--- src/rtl/nasti_ddrx_pkg.sv ---
// Shared types for the NASTI-to-DDR path: FIFO transaction records and the
// scheduler state encoding.
package nasti_ddrx_pkg;

    localparam int unsigned NASTI_ID_W   = 9;
    localparam int unsigned NASTI_ADDR_W = 32;
    localparam int unsigned NASTI_DATA_W = 64;

    typedef struct packed {
        logic [NASTI_ID_W-1:0]   id;
        logic [NASTI_ADDR_W-1:0] addr;
        logic [7:0]              len;
    } ar_trans;

    typedef struct packed {
        logic [NASTI_ID_W-1:0]   id;
        logic [NASTI_ADDR_W-1:0] addr;
        logic [7:0]              len;
    } aw_trans;

    typedef struct packed {
        logic [NASTI_DATA_W-1:0]   data;
        logic [NASTI_DATA_W/8-1:0] strb;
        logic                      last;
    } w_trans;

    typedef enum logic [1:0] {
        IDLE,
        RD_CMD,
        WR_CMD,
        WR_DATA
    } sched_state_e;

endpackage

--- src/rtl/nasti_sched_arb.sv ---
// Read-priority grant with a bounded run of reads while a write waits.
module nasti_sched_arb #(
    parameter int unsigned C_MAX_STARVE = 8
) (
    input  logic clk,
    input  logic rst_n,
    input  logic en,
    input  logic rempty_ar,
    input  logic rempty_aw,
    output logic grant_rd,
    output logic grant_wr
);

    localparam logic [7:0] MAX_STARVE = 8'(C_MAX_STARVE);

    logic [7:0] starve_q, starve_d;

    always_comb begin
        grant_wr = en && !rempty_aw && (rempty_ar || (starve_q == MAX_STARVE));
        grant_rd = en && !rempty_ar && !grant_wr;
        starve_d = starve_q;
        if (grant_wr) begin
            starve_d = '0;
        end else if (grant_rd && !rempty_aw && (starve_q < MAX_STARVE)) begin
            starve_d = starve_q + 8'd1;
        end
    end

    always_ff @(posedge clk or negedge rst_n) begin
        if (!rst_n) begin
            starve_q <= '0;
        end else begin
            starve_q <= starve_d;
        end
    end

endmodule

--- src/rtl/nasti_rw_scheduler.sv ---
// Pops AR/AW/W FIFOs, issues one burst command at a time to the DDR backend
// and streams the write beats, flagging W bursts whose last disagrees with AWLEN.
module nasti_rw_scheduler
    import nasti_ddrx_pkg::*;
#(
    parameter int unsigned C_NASTI_ID_WIDTH   = 9,
    parameter int unsigned C_NASTI_ADDR_WIDTH = 32,
    parameter int unsigned C_NASTI_DATA_WIDTH = 64,
    parameter int unsigned C_MAX_STARVE       = 8
) (
    input  logic                            core_clk,
    input  logic                            core_arstn,
    input  ar_trans                         rdata_ar,
    input  logic                            rempty_ar,
    output logic                            rinc_ar,
    input  aw_trans                         rdata_aw,
    input  logic                            rempty_aw,
    output logic                            rinc_aw,
    input  w_trans                          rdata_w,
    input  logic                            rempty_w,
    output logic                            rinc_w,
    output logic                            cmd_valid,
    input  logic                            cmd_ready,
    output logic                            cmd_write,
    output logic [C_NASTI_ID_WIDTH-1:0]     cmd_id,
    output logic [C_NASTI_ADDR_WIDTH-1:0]   cmd_addr,
    output logic [7:0]                      cmd_len,
    output logic                            wd_valid,
    input  logic                            wd_ready,
    output logic [C_NASTI_DATA_WIDTH-1:0]   wd_data,
    output logic [C_NASTI_DATA_WIDTH/8-1:0] wd_strb,
    output logic                            wd_last,
    output logic                            wr_err
);

    sched_state_e                    state_q, state_d;
    logic [C_NASTI_ID_WIDTH-1:0]     id_q, id_d;
    logic [C_NASTI_ADDR_WIDTH-1:0]   addr_q, addr_d;
    logic [7:0]                      len_q, len_d;
    logic [7:0]                      beat_q, beat_d;
    logic                            err_q, err_d;
    logic                            grant_rd, grant_wr;

    nasti_sched_arb #(
        .C_MAX_STARVE(C_MAX_STARVE)
    ) u_arb (
        .clk      (core_clk),
        .rst_n    (core_arstn),
        .en       (state_q == IDLE),
        .rempty_ar(rempty_ar),
        .rempty_aw(rempty_aw),
        .grant_rd (grant_rd),
        .grant_wr (grant_wr)
    );

    always_comb begin
        state_d   = state_q;
        id_d      = id_q;
        addr_d    = addr_q;
        len_d     = len_q;
        beat_d    = beat_q;
        err_d     = err_q;
        rinc_ar   = grant_rd;
        rinc_aw   = grant_wr;
        rinc_w    = 1'b0;
        cmd_valid = 1'b0;
        cmd_write = 1'b0;
        wd_valid  = 1'b0;
        wd_data   = '0;
        wd_strb   = '0;
        wd_last   = 1'b0;
        case (state_q)
            IDLE: begin
                if (grant_rd) begin
                    state_d = RD_CMD;
                    id_d    = rdata_ar.id;
                    addr_d  = rdata_ar.addr;
                    len_d   = rdata_ar.len;
                    beat_d  = '0;
                end else if (grant_wr) begin
                    state_d = WR_CMD;
                    id_d    = rdata_aw.id;
                    addr_d  = rdata_aw.addr;
                    len_d   = rdata_aw.len;
                    beat_d  = '0;
                end
            end
            RD_CMD: begin
                cmd_valid = 1'b1;
                if (cmd_ready) state_d = IDLE;
            end
            WR_CMD: begin
                cmd_valid = 1'b1;
                cmd_write = 1'b1;
                if (cmd_ready) state_d = WR_DATA;
            end
            WR_DATA: begin
                wd_valid = !rempty_w;
                wd_data  = rdata_w.data;
                wd_strb  = rdata_w.strb;
                wd_last  = (beat_q == len_q);
                rinc_w   = wd_valid && wd_ready;
                // Burst length is owned by AWLEN; W last is only cross-checked.
                if (rinc_w) begin
                    beat_d = beat_q + 8'd1;
                    if (rdata_w.last != wd_last) err_d = 1'b1;
                    if (wd_last) state_d = IDLE;
                end
            end
            default: state_d = IDLE;
        endcase
    end

    always_ff @(posedge core_clk or negedge core_arstn) begin
        if (!core_arstn) begin
            state_q <= IDLE;
            id_q    <= '0;
            addr_q  <= '0;
            len_q   <= '0;
            beat_q  <= '0;
            err_q   <= 1'b0;
        end else begin
            state_q <= state_d;
            id_q    <= id_d;
            addr_q  <= addr_d;
            len_q   <= len_d;
            beat_q  <= beat_d;
            err_q   <= err_d;
        end
    end

    assign cmd_id   = id_q;
    assign cmd_addr = addr_q;
    assign cmd_len  = len_q;
    assign wr_err   = err_q;

endmodule

--- config.mk ---
export PLATFORM = sky130hd
export DESIGN_NAME = nasti_rw_scheduler
export DESIGN_NICKNAME = d
export VERILOG_FILES = /design/src/rtl/nasti_ddrx_pkg.sv /design/src/rtl/nasti_sched_arb.sv /design/src/rtl/nasti_rw_scheduler.sv
export SDC_FILE = /design/constraint.sdc
export NUM_CORES = 1
export LEC_CHECK = 0
export CORE_AREA = 2 2 118 120
export DETAILED_ROUTE_END_ITERATION = 8
export DIE_AREA = 0 0 120 122
export PLACE_DENSITY = 0.72
export RECOVER_POWER = 25
export SLEW_MARGIN = 25
export SYNTH_ARGS = -nofsm -noshare
export SYNTH_HDL_FRONTEND = slang
export SYNTH_SLANG_ARGS = --single-unit
--- constraint.sdc ---
create_clock -name core_clk -period 2.8 [get_ports core_clk]
set_input_delay 0.7 -clock core_clk [delete_from_list [all_inputs] [get_ports core_clk]]
set_output_delay 0.7 -clock core_clk [all_outputs]
set_load 0.05 [all_outputs]
== After elaboration in Yosys (flattened, before gate mapping) ==
Index checks and enable logic that the tools add are counted.
Cells by class
  add/subtract/negate cells: 2
  order comparisons: 1
  equality and inequality tests: 11
  mux-type cells: 26
  reductions and logical operators: 21
Operators with widths (number)
  $mux W32: 2
  $mux W64: 1
  $mux W8: 8
  $mux W9: 2
  $add A8 B1 Y8 const B: 2
  $pmux W8 S2: 1
  $mux W2: 6
  $eq A8 B4 Y1 const B: 1
  $eq A8 B8 Y1: 1
  $lt A8 B4 Y1 const B: 1
  $ne A2 B2 Y1 const B: 4
  $pmux W2 S4: 1
  $logic_and A1 B1 Y1: 7
  $reduce_and A3 Y1: 2
  $reduce_bool A2 Y1: 3
  $mux W1: 5
  $reduce_and A5 Y1: 1
  $eq A2 B2 Y1 const B: 2
  $logic_not A1 Y1: 4
  $ne A3 B3 Y1 const B: 1
  $eq A2 B1 Y1 const B: 1
  $logic_not A2 Y1: 1
  $reduce_and A2 Y1: 1
  $reduce_or A2 Y1: 1
  2 further kinds: 2
Word-level totals
  register bits: 68
  input bits: 178
  output and inout port bits: 129
  word-level logic and storage cells: 68

== Longest topological paths before layout ==
Gate-level depths: netlist of the first run.
  depth in word-level cells: 9
  depth in mapped cells: 8
  depth with buffers taken out: 6

== Cells and area by module ==
From an unflattened synthesis of the first run, not the netlist that was laid out.
Second synthesis, totals
  cells, all modules: 431
  area, all modules: 4053.9 µm²
Modules (own cells, without submodules)
  nasti_rw_scheduler: times used 1, cells an instance 388, area an instance 3550.9 µm², sequential area each 1501.4 µm²
  nasti_sched_arb: times used 1, cells an instance 43, area an instance 503.0 µm², sequential area each 200.2 µm²

== Least setup slack after synthesis of the first run ==
OpenSTA, ideal clock, no wires.
  path type: register -> output
  start: register state_q[1]
  end: output port wd_last
  data arrival time: 2225 ps
  required time: 2100 ps
  setup slack: -125 ps
  stages on the path, launching flop included: 6
  buffers on the path: 2
  path through: dfrtp_1 ha_1 clkbuf_1 clkbuf_1 inv_1 nor3_1
On the way
  cells in the longest elaborated chain, start to end: 2
Ends and longest elaborated chain
  start, declared: RTL line nasti_rw_scheduler.sv:36  | sched_state_e state_q, state_d;
  start signal, assigned: RTL line nasti_rw_scheduler.sv:123  | state_q <= state_d;
  $eq A2 B2 Y1: RTL line nasti_rw_scheduler.sv:72  | case (state_q)
  $mux W1: RTL line nasti_rw_scheduler.sv:72
  end, declared: RTL line nasti_rw_scheduler.sv:32  | output logic wd_last,
No other way between the ends.

== Worst setup path after layout of the first run ==
  start: register state_q[0]
  end: output port cmd_write
On the way
  cells in the longest elaborated chain, start to end: 2
Ends and longest elaborated chain
  $eq A2 B2 Y1: RTL line nasti_rw_scheduler.sv:72
  $mux W1: RTL line nasti_rw_scheduler.sv:72
  end, declared: RTL line nasti_rw_scheduler.sv:24  | output logic cmd_write,
No other way between the ends.

==> results of run 1 <==
## cell usage after synthesis, drive strengths merged
library cell / count
nand3: 4
o32ai: 1
a21oi: 3
or2: 1
nor4: 3
mux2i: 3
and2: 74
or3: 2
nand2: 8
nand2b: 3
nor4b: 2
o32a: 1
clkbuf: 15
nor2b: 55
xnor2: 9
o31ai: 2
nor3: 2
o311ai: 1
nand4: 2
and3: 1
nor2: 7
and3b: 1
o21bai: 1
xor2: 1
inv: 8
buf: 12
ha: 8
a221o: 49
a41oi: 1
or4: 3
a22o: 3
dfrtp: 68
o211a: 2
o31a: 1
o21ai: 7
a21boi: 1
o211ai: 2
## per-stage QoR
step	instances	hold slack, ns
detailed placement	837	0.488
floorplan	367	0.404
global placement	837	0.483
global route	853	0.474
finish	853	0.422
CTS	853	0.260
## power by group through the flow
stage / clock network (mW) / logic [mW] / registers, mW
4_1_cts: 1.14 / 5.98 / 1.65
3_5_place_dp: 0 / 5.97 / 1.64
6_report: 1.12 / 5.93 / 1.65
2_1_floorplan: 0 / 2.31 / 2.80
5_1_grt: 1.18 / 6.20 / 1.70
3_3_place_gp: 0 / 5.86 / 1.65
## worst register-to-register path, delay by kind of cell (launching register included)
kind | cells | cell delay, ns
AO/OA/AOI/OAI | 2 | 0.50
adder cells (fa/ha/maj) | 1 | 0.36
flip-flops | 1 | 0.39
AND/OR/NAND/NOR | 2 | 0.99
## state kept, by name, indices dropped and copies added, names as in the netlist
register,cells
cmd_addr,32
cmd_id,9
beat_q,8
cmd_len,8
u_arb.starve_q,8
wr_err,1
state_q,2
## worst max-delay path by stage
stage                from        end  slack (ns)  depth (start not counted)
2_1_floorplan  state_q[1]    wd_last        0.28                          5
4_1_cts        state_q[0]  cmd_write        0.12                          3
5_1_grt        state_q[0]  cmd_write        0.06                          3
3_3_place_gp     rempty_w  beat_q[7]        0.17                          5
6_report       state_q[0]  cmd_write        0.14                          3
3_5_place_dp     rempty_w  beat_q[6]        0.07                          5
## per-layer routing
| metal | share of wire (%) | up-vias |
|---|---|---|
| met3 | 8.0 | 20 |
| li1 | - | 1908 |
| met1 | 36 | 1974 |
| met4 | 1.3 | 0 |
| met5 | 0 | - |
| met2 | 55 | 195 |
## cell type report
type	instances	area, um^2
clock buffer	10	229
clock inverter	6	65.1
fill	1110	5370
inverter	8	30.0
multi-input combinational	264	1960
sequential	68	1700
tap	180	225
timing repair buffer	317	3920
## cells by family after synthesis
| group | Yosys count | share of synthesized area [%] |
|---|---|---|
| simple gates | 168 | 27.2 |
| fa+ha+maj | 8 | 2.61 |
| flops | 68 | 44.3 |
| xor+xnor | 10 | 2.28 |
| compound gates | 75 | 17.6 |
| mux | 3 | 0.782 |
| buf+inv | 35 | 5.12 |
==> flow_summary.yaml, run 1 <==
global_routing:
  gr-usage-met1_pct: 23.2
  grt_start_max_net_pins: 50
  met3_usage_pct: 6.04
  grt_busiest_layer: "met2"
  antenna_found_initial: 0
  grt_pass1_wl_mm: 24.2
  gr-usage-met2_pct: 40.7
  grt_pass1_vias: 4407
  grt_overflow_total: 0
  grt.total_usage_pct: 21.5
final_layout:
  final_cell_mix: "clkdlybuf4s50_1 (228), buf_12 (78), and2_1 (74)"
  area_growth_pct: 112
  utilization_pct: 60.2
  fin_nets: 854
  fin_area_um2: 8130
  antennaDiodeCount: 0
  final_common_cell: "clkdlybuf4s50_1"
  drive_gt1_share_pct: 16.6
setup_path:
  slowest_stage: "clkdlybuf4s50_1"
  crit_chain: "inv_1, ha_1, clkdlybuf4s50_1"
  critPathKind: "flip-flop to output port"
  cp.required_ns: 2.10
  end_kind: "output port"
  worstReg2RegEnd: "beat_q[6]"
  cp_slowest_stage_delay_ns: 0.86
  path_max_fanout: 4
  rrSetupSlack_ns: 0.50
  cp_top_family: "buffers and inverters"
  cp.arrival_ns: 1.96
  rr_startpoint: "state_q[1]"
  path_buf_inv: 2
  worstSetupStartpointType: "flip-flop"
  rr_worst_depth: 5
logic_synthesis:
  synthTopCellsByArea: "dfrtp_1 (44%), a221o_1 (13%), and2_1 (12%)"
  yosysWarnings: 0
  ys_ff_latch: 68
  ys_seq_area_share_pct: 44.3
  synth_top_area_cell: "dfrtp_1"
  synth_cell_types: 43
  syn_inst: 367
  avgSynthCellArea_um2: 10.5
  synthesis.area_um2: 3840
  synth_nets: 553
  synth.top_cell.area_share_pct: 44.3
clock_network:
  hold_buffers: 0
  htree_levels: 3
  cts.clk_slew.worst_paths_ns: 0.06
  cts_setup_buffers: 0
  cts_sinks: 68
  cts_made_buffers: 9
  cts_tree: "built"
  cts-resized-gates: 0
  clk_latency_ns: 0.33
  cts.path.max_buffers: 2
  root_buffer: "clkbuf_16"
floorplanning:
  start_util_pct: 28.4
  rows: 43
  die_w_um: 120
  die_area_um2: 14600
  core-area_um2: 13500
  io_pins: 307
  die_h_um: 122
sta:
  grt_setup_unrepaired: "no"
  max_freq_mhz: 375
  slew_viol_final: 0
  finalHoldViolations: 0
  fin_crit_ns: 2.66
  tightest_slew_ns: 1.45
  fin_setup_tns_ns: 0
  finClkSkew_ns: 0.00806
  fin_ws_ns: 0.136
  setup_viol_count_final: 0
  max_slew_margin_pct: 3.30
  finalCritPeriodShare_pct: 95.1
power_and_ir_drop:
  power_switching_mw: 4.15
  clkPwrFrac_pct: 12.8
  peakVddDrop_v: 0.000554
  power_frac_comb_pct: 68.2
  p_int_mw: 4.54
  pwr_density_cell_nw_per_um2: 1070
  power_leakage_nw: 3.36
  power.total_mw: 8.70
  switching_share_pct: 47.7
  power_frac_seq_pct: 18.9
status:
  status: "finished, final reports clean"
place:
  placed_area_um2: 7850
  gp_congestion: 0.779
  post-dp-hpwl_mm: 13.2
  post-place-ws_ns: 0.0712
  port_buffers: 306
run:
  max_cap_violations: 0
route:
  wl_mm: 16.2
  drc: 0
  dr.pass1.iters: 4
  viasPerCell: 4.80
  routedWlPerCell_um: 18.9
  dr_total_vias: 4097
  drtAntennaViolNets: 0
  dr.first_iter.drc_count: 108
min_path:
  hold_path_class: "primary input to async pin"
No activity file was read; power rests on OpenSTA's default activity.
==> run 2: changes to the inputs <==
- ABC_AREA: unset -> 1
- HOLD_SLACK_MARGIN: unset -> 0.15
- PLACE_DENSITY: 0.72 -> unset
- PLACE_DENSITY_LB_ADDON: unset -> 0.15
==> flow_summary.yaml, run 2 <==
logic_synthesis:
  yosys.area_share.adder_pct: 2.44
  synth_top_area_cell: "dfrtp_1"
  yosys.area_share.simple_pct: 36.2
  async_reset_ff_share_pct: 100
  synthXorXnorAreaFrac_pct: 1.28
  synthMostInstantiatedCell: "nand2_1"
  synthMuxAreaShare_pct: 0
  ys.flop_type: "dfrtp_1"
  ys_seq_area_share_pct: 41.6
  synthTopCellsByCount: "nand2_1 (215), nand3_1 (110), inv_1 (100)"
  synth.top_cell.area_share_pct: 41.6
  synthesis.area_um2: 4090
  synthTopCellsByArea: "dfrtp_1 (42%), nand2_1 (20%), nand3_1 (13%)"
  synth_compound_gate_area_share_pct: 3.79
  synth_top_family_by_area: "simple AND/OR/NAND/NOR gates"
  syn_inst: 588
  synth_edf_count: 0
  ys_ff_latch: 68
  synth_nets: 774
  yosysWarnings: 0
  synth_cell_types: 30
  avgSynthCellArea_um2: 6.96
clock_network:
  cts-resized-gates: 0
  cts_setup_buffers: 0
  cts_sinks: 68
  root_buffer: "clkbuf_16"
  cts.clk_slew.worst_paths_ns: 0.05
  hold_buffers: 0
  cts_made_buffers: 9
  cts.path.max_buffers: 2
  cts_tree: "built"
  clk_latency_ns: 0.33
  htree_levels: 3
min_path:
  whs_endpoint: "wr_err"
  hold_path_class: "flip-flop to flip-flop"
  hold_start: "wr_err"
  holdPathStages: 1
route:
  routedWlPerCell_um: 15.2
  drtAntennaViolNets: 0
  dr.pass1.iters: 4
  dr.first_iter.drc_count: 172
  wl_mm: 16.2
  viasPerCell: 4.49
  dr_total_vias: 4795
  drc: 0
setup_path:
  rr_startpoint: "state_q[0]"
  rrSetupSlack_ns: 0.75
  critPathKind: "flip-flop to output port"
  worstReg2RegEnd: "beat_q[5]"
  path_max_fanout: 4
  rr_worst_depth: 8
  cp.required_ns: 2.10
  worstSetupStartpointType: "flip-flop"
  slowest_stage: "clkdlybuf4s50_1"
  cp_slowest_stage_delay_ns: 0.81
  end_kind: "output port"
  crit_chain: "inv_1, ha_1, clkdlybuf4s50_1"
  cp.arrival_ns: 1.93
place:
  post-place-ws_ns: 0.279
  place_inst: 1051
  gp_congestion: 0.832
  port_buffers: 306
  post-dp-hpwl_mm: 12.7
final_layout:
  largest_reg_flops: 32
  final_cell_mix: "clkdlybuf4s50_1 (227), nand2_1 (213), nand3_1 (110)"
  final_common_cell: "clkdlybuf4s50_1"
  area_growth_pct: 103
  antennaDiodeCount: 0
  fin_nets: 1068
  final_cells: 1067
  drive_gt1_share_pct: 13.1
run:
  max_cap_violations: 1
global_routing:
  antenna_found_initial: 0
  grt_pass1_wl_mm: 24.4
  grt.total_usage_pct: 21.3
  grt_start_max_net_pins: 54
  grt_pass1_vias: 4603
  grt_overflow_total: 0
sta:
  grt_setup_unrepaired: "no"
  finalHoldViolations: 0
  max_freq_mhz: 380
  fin_ws_ns: 0.166
  tightest_slew_ns: 1.64
  setup_viol_count_final: 0
  slew_viol_final: 28
  finalCritPeriodShare_pct: 94.1
  fin_crit_ns: 2.63
  finClkSkew_ns: 0.00875
  fin_setup_tns_ns: 0
  max_slew_margin_pct: -9.66
power_and_ir_drop:
  peakVddDrop_v: 0.000525
  power_leakage_nw: 4.16
  pwr_density_cell_nw_per_um2: 939
  power.total_mw: 7.82
floorplanning:
  die_area_um2: 14600
  rows: 43
  die_h_um: 122
  start_util_pct: 30.3
  core-area_um2: 13500
  die_w_um: 120
  io_pins: 307
status:
  violations: "max-capacitance violations, max-slew violations"
  status: "finished, violations left"
-- run 2: changes by cell type after synthesis, moves of 49 or more --
cell / before / now
a221o_1: 49 / 0
and2_1: 74 / 0
inv_1: 8 / 100
nand2_1: 8 / 215
nand3_1: 4 / 110
nor2b_1: 54 / 0
-- run 2: worst max-delay path by stage --
stage / startpoint / cells after the start / end / slack, ns
5_1_grt: state_q[0] / 5 / rinc_w / 0.04
6_report: state_q[0] / 3 / cmd_valid / 0.17
3_5_place_dp: rempty_aw / 8 / rinc_ar / 0.28
4_1_cts: state_q[0] / 3 / cmd_valid / 0.13
2_1_floorplan: cmd_len[3] / 5 / wd_last / 0.33
3_3_place_gp: rempty_aw / 8 / rinc_ar / 0.31
-- run 2: final cells by class --
class / instances / area [um^2]
fill: 1180 / 5180
timing repair buffer: 313 / 3920
multi-input combinational: 385 / 1800
sequential: 68 / 1700
inverter: 105 / 399
clock buffer: 10 / 229
tap: 180 / 225
clock inverter: 6 / 55.1
-- run 2: worst max-delay path, delay by kind of cell (launching register included) --
family                   cells  cell delay, ns
adder cells (fa/ha/maj)      1            0.29
buffers and inverters        2            0.91
flip-flops                   1            0.40
-- run 2: power by group --
group | internal, mW | switching [mW]
sequential | 1.36 | 0.240
clock | 0.681 | 0.411
combinational | 1.91 | 3.22
total | 3.95 | 3.87
-- run 2: cell families after synthesis --
group	count (synthesis)
AOI/OAI and AO/OA	24
buffers and inverters	135
DFF	68
adders and majority gates	8
xor gates and xnor gates	6
and+or+nand+nor	347
-- run 2: routing by layer --
layer,vias up,wire length [um],global-route usage (%)
met1,2200,6700,26.5
met5,-,0,0
met4,0,190,5.66
met2,207,7970,36.8
li1,2377,-,-
met3,11,1370,5.57
-- run 2: metrics by stage --
| step | util [%] | instance area (um^2) | hold WS [ns] |
|---|---|---|---|
| after detailed placement | 59.5 | 8040 | 0.477 |
| after floorplan | - | 4090 | 0.404 |
| after global placement | 59.5 | 8040 | 0.482 |
| after CTS | 61.6 | 8320 | 0.420 |
| final | 61.6 | 8320 | 0.491 |
| after global routing | 61.6 | 8320 | 0.526 |
